**config.mk**
```make
export PLATFORM = sky130hd
export DESIGN_NAME = decode_pipe_stage
export DESIGN_NICKNAME = d
export VERILOG_FILES = /design/src/rtl/rv_pkg.sv /design/src/rtl/decode_ctrl.sv /design/src/rtl/decode_pipe_stage.sv
export SDC_FILE = /design/constraint.sdc
export NUM_CORES = 2
export LEC_CHECK = 0
export BUFFER_PORTS_ARGS = -buffer_cell sky130_fd_sc_hd__buf_4
export CORE_ASPECT_RATIO = 1.25
export CORE_MARGIN = 2
export CORE_UTILIZATION = 48
export DETAILED_ROUTE_END_ITERATION = 12
export PLACE_DENSITY = 0.64
export SETUP_SLACK_MARGIN = 0.3
export SLEW_MARGIN = 20
export SYNTH_ARGS = -nofsm -noshare
export SYNTH_HDL_FRONTEND = slang
export SYNTH_SLANG_ARGS = --single-unit
```
**constraint.sdc**
```tcl
create_clock -name clk -period 2.8 [get_ports clk]
set_input_delay 0.56 -clock clk [delete_from_list [all_inputs] [get_ports clk]]
set_output_delay 0.56 -clock clk [all_outputs]
set_load 0.01 [all_outputs]
```
**src/rtl/rv_pkg.sv**
```systemverilog
// Shared RV32 decode definitions: opcodes, immediate formats, ALU operations
// and the control bundle that travels from decode into execute.
package rv_pkg;

    localparam logic [6:0] OP_LUI    = 7'b0110111;
    localparam logic [6:0] OP_AUIPC  = 7'b0010111;
    localparam logic [6:0] OP_JAL    = 7'b1101111;
    localparam logic [6:0] OP_JALR   = 7'b1100111;
    localparam logic [6:0] OP_BRANCH = 7'b1100011;
    localparam logic [6:0] OP_LOAD   = 7'b0000011;
    localparam logic [6:0] OP_STORE  = 7'b0100011;
    localparam logic [6:0] OP_IMM    = 7'b0010011;
    localparam logic [6:0] OP_REG    = 7'b0110011;

    typedef enum logic [2:0] {
        IMM_I = 3'd0,
        IMM_S = 3'd1,
        IMM_B = 3'd2,
        IMM_U = 3'd3,
        IMM_J = 3'd4
    } imm_src_e;

    // ALU_PASSB feeds the immediate straight through (LUI); ALU_ADDPC adds
    // the immediate to the PC (AUIPC).
    typedef enum logic [3:0] {
        ALU_ADD   = 4'd0,
        ALU_SUB   = 4'd1,
        ALU_SLL   = 4'd2,
        ALU_SLT   = 4'd3,
        ALU_SLTU  = 4'd4,
        ALU_XOR   = 4'd5,
        ALU_SRL   = 4'd6,
        ALU_SRA   = 4'd7,
        ALU_OR    = 4'd8,
        ALU_AND   = 4'd9,
        ALU_PASSB = 4'd10,
        ALU_ADDPC = 4'd11
    } alu_ctrl_e;

    // result_src = 1 selects load data; jumps write PC+4, chosen in execute
    // from the jump bit.
    typedef struct packed {
        logic      reg_write;
        logic      alu_src;
        logic      mem_write;
        logic      mem_read;
        logic      result_src;
        logic      branch;
        logic      jump;
        alu_ctrl_e alu_ctrl;
    } ctrl_t;

    localparam ctrl_t CTRL_BUBBLE = '0;

    // Base ALU operation from funct3 for OP/OP-IMM; the SUB/SRA variants are
    // selected separately from funct7.
    function automatic alu_ctrl_e alu_from_f3(input logic [2:0] f3);
        case (f3)
            3'b000:  return ALU_ADD;
            3'b001:  return ALU_SLL;
            3'b010:  return ALU_SLT;
            3'b011:  return ALU_SLTU;
            3'b100:  return ALU_XOR;
            3'b101:  return ALU_SRL;
            3'b110:  return ALU_OR;
            default: return ALU_AND;
        endcase
    endfunction

endpackage

```
**src/rtl/decode_ctrl.sv**
```systemverilog
// Combinational instruction decoder: control bundle, immediate format,
// source-register usage and the illegal-instruction flag.
module decode_ctrl
    import rv_pkg::*;
#(
    parameter int NREGS = 32
) (
    input  logic [31:0] instr,
    output ctrl_t       ctrl,
    output imm_src_e    imm_src,
    output logic        uses_rs1,
    output logic        uses_rs2,
    output logic        illegal
);

    logic [6:0] op;
    logic [2:0] f3;
    logic [6:0] f7;
    logic [4:0] rd, rs1, rs2;
    ctrl_t      c;
    logic       bad;

    assign op  = instr[6:0];
    assign rd  = instr[11:7];
    assign f3  = instr[14:12];
    assign rs1 = instr[19:15];
    assign rs2 = instr[24:20];
    assign f7  = instr[31:25];

    // Decode by opcode, then reject bad funct fields and register indices
    // outside the implemented file (RV32E).
    always_comb begin
        c        = CTRL_BUBBLE;
        imm_src  = IMM_I;
        uses_rs1 = 1'b1;
        uses_rs2 = 1'b0;
        bad      = 1'b0;
        case (op)
            OP_LUI, OP_AUIPC: begin
                c.reg_write = 1'b1;
                c.alu_src   = 1'b1;
                c.alu_ctrl  = (op == OP_LUI) ? ALU_PASSB : ALU_ADDPC;
                imm_src     = IMM_U;
                uses_rs1    = 1'b0;
            end
            OP_JAL: begin
                c.reg_write = 1'b1;
                c.jump      = 1'b1;
                imm_src     = IMM_J;
                uses_rs1    = 1'b0;
            end
            OP_JALR: begin
                c.reg_write = 1'b1;
                c.jump      = 1'b1;
                c.alu_src   = 1'b1;
                bad         = (f3 != 3'b000);
            end
            OP_BRANCH: begin
                c.branch = 1'b1;
                imm_src  = IMM_B;
                uses_rs2 = 1'b1;
                case (f3)
                    3'b000, 3'b001: c.alu_ctrl = ALU_SUB;
                    3'b100, 3'b101: c.alu_ctrl = ALU_SLT;
                    3'b110, 3'b111: c.alu_ctrl = ALU_SLTU;
                    default:        bad = 1'b1;
                endcase
            end
            OP_LOAD: begin
                c.reg_write  = 1'b1;
                c.alu_src    = 1'b1;
                c.mem_read   = 1'b1;
                c.result_src = 1'b1;
                bad = (f3 == 3'b011) || (f3 == 3'b110) || (f3 == 3'b111);
            end
            OP_STORE: begin
                c.mem_write = 1'b1;
                c.alu_src   = 1'b1;
                imm_src     = IMM_S;
                uses_rs2    = 1'b1;
                bad         = (f3 > 3'b010);
            end
            OP_IMM: begin
                c.reg_write = 1'b1;
                c.alu_src   = 1'b1;
                c.alu_ctrl  = alu_from_f3(f3);
                if (f3 == 3'b001) begin
                    bad = (f7 != 7'b0000000);
                end else if (f3 == 3'b101) begin
                    bad = (f7 != 7'b0000000) && (f7 != 7'b0100000);
                    if (f7[5]) c.alu_ctrl = ALU_SRA;
                end
            end
            OP_REG: begin
                c.reg_write = 1'b1;
                uses_rs2    = 1'b1;
                if (f7 == 7'b0000000) begin
                    c.alu_ctrl = alu_from_f3(f3);
                end else if (f7 == 7'b0100000 && f3 == 3'b000) begin
                    c.alu_ctrl = ALU_SUB;
                end else if (f7 == 7'b0100000 && f3 == 3'b101) begin
                    c.alu_ctrl = ALU_SRA;
                end else begin
                    bad = 1'b1;
                end
            end
            default: begin
                bad      = 1'b1;
                uses_rs1 = 1'b0;
            end
        endcase
        if (uses_rs1 && int'(rs1) >= NREGS) bad = 1'b1;
        if (uses_rs2 && int'(rs2) >= NREGS) bad = 1'b1;
        if (c.reg_write && int'(rd) >= NREGS) bad = 1'b1;
    end

    assign illegal = bad;
    assign ctrl    = bad ? CTRL_BUBBLE : c;

endmodule

```
**src/rtl/decode_pipe_stage.sv**
```systemverilog
// Decode stage and ID/EX register: register file with optional write-back
// bypass, immediate extension, load-use detection, and the E-stage register
// with flush/stall/bubble handling.
module decode_pipe_stage
    import rv_pkg::*;
#(
    parameter int               XLEN      = 32,
    parameter int               NREGS     = 32,
    parameter int               BYPASS_WB = 1,
    parameter logic [XLEN-1:0]  RESET_PC  = '0
) (
    input  logic            clk,
    input  logic            rst,
    input  logic            ValidD,
    input  logic [31:0]     InstrD,
    input  logic [XLEN-1:0] PCD,
    input  logic [XLEN-1:0] PCPlus4D,
    input  logic            StallE,
    input  logic            FlushE,
    input  logic            RegWriteW,
    input  logic [4:0]      RDW,
    input  logic [XLEN-1:0] ResultW,
    output logic            LoadUseStall,
    output logic            ValidE,
    output logic            IllegalE,
    output logic            RegWriteE,
    output logic            ALUSrcE,
    output logic            MemWriteE,
    output logic            MemReadE,
    output logic            ResultSrcE,
    output logic            BranchE,
    output logic            JumpE,
    output logic [3:0]      ALUControlE,
    output logic [2:0]      funct3_E,
    output logic [XLEN-1:0] RD1_E,
    output logic [XLEN-1:0] RD2_E,
    output logic [XLEN-1:0] Imm_Ext_E,
    output logic [XLEN-1:0] PCE,
    output logic [XLEN-1:0] PCPlus4E,
    output logic [4:0]      RS1_E,
    output logic [4:0]      RS2_E,
    output logic [4:0]      RD_E
);

    localparam int IW = (NREGS > 1) ? $clog2(NREGS) : 1;

    logic [4:0]      rs1, rs2, rd;
    ctrl_t           ctrl_d, ctrl_e;
    imm_src_e        imm_src;
    logic            uses_rs1, uses_rs2, illegal_d;
    logic [31:0]     imm32;
    logic [XLEN-1:0] imm_ext, rd1, rd2;
    logic [XLEN-1:0] regs [NREGS];
    logic            wb_en, take;

    assign rs1 = InstrD[19:15];
    assign rs2 = InstrD[24:20];
    assign rd  = InstrD[11:7];

    decode_ctrl #(.NREGS(NREGS)) u_ctrl (
        .instr    (InstrD),
        .ctrl     (ctrl_d),
        .imm_src  (imm_src),
        .uses_rs1 (uses_rs1),
        .uses_rs2 (uses_rs2),
        .illegal  (illegal_d)
    );

    // Writes to x0 or to indices beyond the implemented file are dropped.
    assign wb_en = RegWriteW && (RDW != 5'd0) && (int'(RDW) < NREGS);

    // Register file storage; cleared by reset alongside the pipeline.
    always_ff @(posedge clk) begin
        if (rst) begin
            for (int i = 0; i < NREGS; i++) regs[i] <= '0;
        end else if (wb_en) begin
            regs[RDW[IW-1:0]] <= ResultW;
        end
    end

    function automatic logic [XLEN-1:0] rf_read(input logic [4:0] idx);
        rf_read = '0;
        if (idx != 5'd0 && int'(idx) < NREGS) begin
            if (BYPASS_WB != 0 && wb_en && RDW == idx) rf_read = ResultW;
            else                                       rf_read = regs[idx[IW-1:0]];
        end
    endfunction

    assign rd1 = rf_read(rs1);
    assign rd2 = rf_read(rs2);

    // Assemble the 32-bit immediate for the decoded format.
    always_comb begin
        imm32 = '0;
        case (imm_src)
            IMM_I:   imm32 = {{20{InstrD[31]}}, InstrD[31:20]};
            IMM_S:   imm32 = {{20{InstrD[31]}}, InstrD[31:25], InstrD[11:7]};
            IMM_B:   imm32 = {{19{InstrD[31]}}, InstrD[31], InstrD[7],
                              InstrD[30:25], InstrD[11:8], 1'b0};
            IMM_U:   imm32 = {InstrD[31:12], 12'b0};
            IMM_J:   imm32 = {{11{InstrD[31]}}, InstrD[31], InstrD[19:12],
                              InstrD[20], InstrD[30:21], 1'b0};
            default: imm32 = '0;
        endcase
    end

    assign imm_ext = XLEN'($signed(imm32));

    assign LoadUseStall = ValidE && MemReadE && (RD_E != 5'd0) && ValidD &&
                          ((uses_rs1 && rs1 == RD_E) || (uses_rs2 && rs2 == RD_E));

    assign take = !FlushE && !LoadUseStall && ValidD;

    // ID/EX register: reset, then flush over stall, then bubble or load.
    // Bubbles still carry the D-stage PCs so traces stay readable.
    always_ff @(posedge clk) begin
        if (rst) begin
            ValidE    <= 1'b0;
            IllegalE  <= 1'b0;
            ctrl_e    <= CTRL_BUBBLE;
            funct3_E  <= '0;
            RD1_E     <= '0;
            RD2_E     <= '0;
            Imm_Ext_E <= '0;
            RS1_E     <= '0;
            RS2_E     <= '0;
            RD_E      <= '0;
            PCE       <= RESET_PC;
            PCPlus4E  <= RESET_PC + XLEN'(4);
        end else if (FlushE || !StallE) begin
            PCE      <= PCD;
            PCPlus4E <= PCPlus4D;
            if (take) begin
                ValidE    <= 1'b1;
                IllegalE  <= illegal_d;
                ctrl_e    <= ctrl_d;
                funct3_E  <= InstrD[14:12];
                RD1_E     <= rd1;
                RD2_E     <= rd2;
                Imm_Ext_E <= imm_ext;
                RS1_E     <= rs1;
                RS2_E     <= rs2;
                RD_E      <= rd;
            end else begin
                ValidE    <= 1'b0;
                IllegalE  <= 1'b0;
                ctrl_e    <= CTRL_BUBBLE;
                funct3_E  <= '0;
                RD1_E     <= '0;
                RD2_E     <= '0;
                Imm_Ext_E <= '0;
                RS1_E     <= '0;
                RS2_E     <= '0;
                RD_E      <= '0;
            end
        end
    end

    assign RegWriteE   = ctrl_e.reg_write;
    assign ALUSrcE     = ctrl_e.alu_src;
    assign MemWriteE   = ctrl_e.mem_write;
    assign MemReadE    = ctrl_e.mem_read;
    assign ResultSrcE  = ctrl_e.result_src;
    assign BranchE     = ctrl_e.branch;
    assign JumpE       = ctrl_e.jump;
    assign ALUControlE = ctrl_e.alu_ctrl;

endmodule

```
==> summary.md <==
| Metric | Value |
|---|---|
| Worst Clk Skew | `slightly below 0.03 ns` |
| Status | `complete, no violations` |
| Cell Pwr Density | `around 590 nW/um^2` |
| Hold EP | `PCE[6]` |
| Vias in the first global route | `~43000` |
| Library cells used by synthesis | `62` |
| Post-Synthesis Cells | `roughly 4600` |
| H-tree Lvls | `3` |
| Reg2Reg Setup Slack | `0.45 ns` |
| Synth-to-layout area growth | `18.5%` |
| Yosys warns | `0` |
| FF-to-FF End | `RD2_E[22]` |
| Pins over their slew limit | `0` |
| Most common cell after layout, fill and taps aside | `edfxtp_1` |
| Worst hold path type | `input pin to flop` |
| R2r worst-path depth | `5` |
| Simple-Gate Fraction of Synth Area | `approximately 15%` |
| Clock Pin Slew Worst Setup and Hold Paths | `~0.070 ns` |
| Fin. Hold Viols | `0` |
| Critical-path cell list | `buf_6 > xnor2_2 > nand4_1 > o22ai_2 > and2_4 > buf_6` |
| Worst path slowest cell | `dfxtp_2` |
| Post-Synth XOR/XNOR Area | `0.282%` |
| Fin cells | `slightly below 7000` |
| Ports | `331` |
| Worst path max stage delay | `about 0.33 ns` |
| Minimum clock period | `between 2 and 2.5 ns` |
| Initial antenna violation count | `11` |
| Ys async rst share | `0%` |
| Compound-gate portion of the synthesized area | `6.84%` |
| Worst EP required | `approximately 2.2 ns` |
| Die Width | `~330 um` |
| Row Count | `between 100 and 150` |
| Starting DRT DRC Count | `around 5000` |
| Nets | `between 5000 and 6000` |
| Worst-Margin Slew | `0.885 ns` |
| Main combinational cell family by area after synthesis | `multiplexers` |
| Seq/Total Area, Yosys | `55.6%` |
| Total CTS buffers | `around 120` |
| Tcrit/Tclk final | `88.2%` |
| Hold Path Depth | `3` |
| CTS tree | `built` |
| Worst skew pair latency | `0.76 ns` |
| Avg WL per Cell | `about 31 um` |
| P_leak | `26.9 nW` |
| Syn avg cell area | `around 13 sq um` |
| Max-cap violation count | `0` |
| RSZ-0062 raised after global routing | `true` |
| Post-synthesis mux area share | `about 19%` |
| Mapped Area | `between 60000 and 70000 sq um` |
| Grt ovf | `0` |
| IO buf count | `330` |
| Peak supply drop | `around 0.49 mV` |
| Gr usage total | `approximately a third` |
| Clock Path Buffers | `3` |
| DR vias | `about 44000` |
| Hold_ws | `0.0596 ns` |
| Arr. time, crit path | `about 1.9 ns` |
| Setup TNS Final | `0 ns` |
| Fill cells | `around 10000` |
| Final setup violation count | `0` |
| Residual DRC | `0` |
| Highest-count cells in the layout ignoring fill and taps | `edfxtp_1, and2_1, buf_4, mux4_2, nand2_1` |
| Kind of cell adding the most delay to the critical path | `flip-flops` |
| First-pass GRT wire length | `307000 um` |
| Pre-CTS WS | `-0.309 ns` |
| Top_reg_cell synth | `edfxtp_1` |
| FF-to-FF Start | `regs[20][22]` |
| Slew HR | `between 40 and 50%` |
| Crit end category | `primary output` |
| Final worst slack | `0.330 ns` |
| Starting Density | `between 40 and 50%` |
| Placer Congestion | `around 0.9` |
| Critical setup path kind | `flop to primary output` |
| Worst Path Buf+Inv | `2` |
| Height of the chip | `roughly 410 um` |
| Hpwl dp | `approximately 140000 um` |
| CP Launch Point | `RD_E[1]` |
| Routed wire length | `216000 um` |
| Fmax | `~400 MHz` |
| CP startpoint kind | `flop` |
| Final Util | `57.4%` |
| Fraction of layout cells with a size suffix above 1 | `between 20 and 30%` |
| Via density | `6.33` |
| EDFF count, synth | `around 1000` |
| Drt pass-1 iters | `8` |
| Max FO, Critical Path | `4` |
| Core ar. | `approximately 130000 sq um` |
| Pin count of the biggest net entering global routing | `140` |
| Placed cell count | `6647` |
| Post-synthesis adder-cell area fraction | `0%` |
| Clk sinks | `1214` |
| Most frequent CP cell | `buf_6` |
| Final ANT Viol Nets | `0` |
| CTS root buf | `clkbuf_16` |
| Total die area | `approximately 130000 sq um` |
| Hold Crit Start | `PCD[6]` |
| #FFs+latches synth | `~1200` |
## logic make-up (layout without fill, tap and decap cells)
logic type             after synthesis  after routing
other                                1             36
AO/OA/AOI/OAI                      646            646
multiplexers                       654            654
buffers and inverters              480            967
XOR/XNOR                            20             20
flip-flops                        1214           1214
AND/OR/NAND/NOR                   1626           1626
## tightest hold or removal path, stage by stage
cell	delay, ns
buf_4	0.11
nand2_1	0.05
a21oi_1	0.05
## report_power, final
| part | internal (mW) | leakage, nW | switching (mW) | total (mW) |
|---|---|---|---|---|
| clock network | 9.88 | 2.04 | 7.18 | 17.1 |
| logic | 2.41 | 13.5 | 3.02 | 5.42 |
| registers | 20.5 | 11.3 | 0.527 | 21.0 |
## registers in the layout, indices dropped and copies added, names as in the netlist
name,count
ALUControlE,4
ALUSrcE,1
BranchE,1
IllegalE,1
Imm_Ext_E,32
JumpE,1
MemReadE,1
MemWriteE,1
PCE,32
PCPlus4E,32
RD1_E,32
RD2_E,32
RD_E,5
RS1_E,5
RS2_E,5
RegWriteE,1
ValidE,1
funct3_E,3
regs,1024
## how the worst max path moves through the flow
stage / end / slack, ns / cells after the start
after floorplan: regs[1][0] / 0.32 / 5
after global placement: RD1_E[0] / -0.29 / 11
after detailed placement: RD1_E[0] / -0.31 / 11
after CTS: LoadUseStall / 0.30 / 6
after global routing: LoadUseStall / 0.27 / 5
final: LoadUseStall / 0.33 / 6
## area by class of cell
| class | count | area (sq um) | area share, % |
|---|---|---|---|
| inverter | 2 | 7.51 | 0.0102 |
| sequential | 1214 | 34600 | 46.9 |
| clock buffer | 156 | 3380 | 4.59 |
| antenna | 4 | 10.0 | 0.0136 |
| timing repair buffer | 743 | 6840 | 9.28 |
| multi-input combinational | 2978 | 26000 | 35.2 |
| tap | 1713 | 2140 | 2.91 |
| clock inverter | 66 | 749 | 1.02 |
## Yosys cell counts, types with 64 or more instances
cell type	count	area, sq um
nor2b_1	64	400
nor2_1	104	390
mux2i_1	221	2210
a22oi_1	109	818
and2_1	999	6250
buf_2	93	465
o21ai_0	79	395
clkbuf_1	337	1260
a21oi_1	130	651
edfxtp_1	1024	30700
a211oi_1	78	586
dfxtp_1	190	3800
mux4_2	430	9680
nand2_1	295	1110
## through the flow
| stage | cell area [sq um] | power [mW] |
|---|---|---|
| global placement | 69400 | 26.6 |
| detailed placement | 69400 | 26.7 |
| global route | 73700 | 44.6 |
| CTS | 73600 | 43.6 |
| finish | 73700 | 43.5 |
| floorplan | 62300 | 24.2 |
## layer usage
layer,part of all wire (%),vias to the layer above,routed length (um),global-route usage [%]
met2,49,2630,106000,55.0
met1,36,22100,77200,39.5
met3,10,580,21800,6.80
met5,0.036,-,77,0
li1,-,18200,-,-
met4,4.8,12,10300,14.9
## what timing repair did
action                                  in CTS  in global routing
resized for setup                           12                  2
endpoints found under the hold margin        1                  0
hold buffers                                 1                  0
pin swaps                                    2                  2
endpoints found under the setup margin       1                  1
setup buffers                                1                  1
No activity file was read; power rests on OpenSTA's default activity.
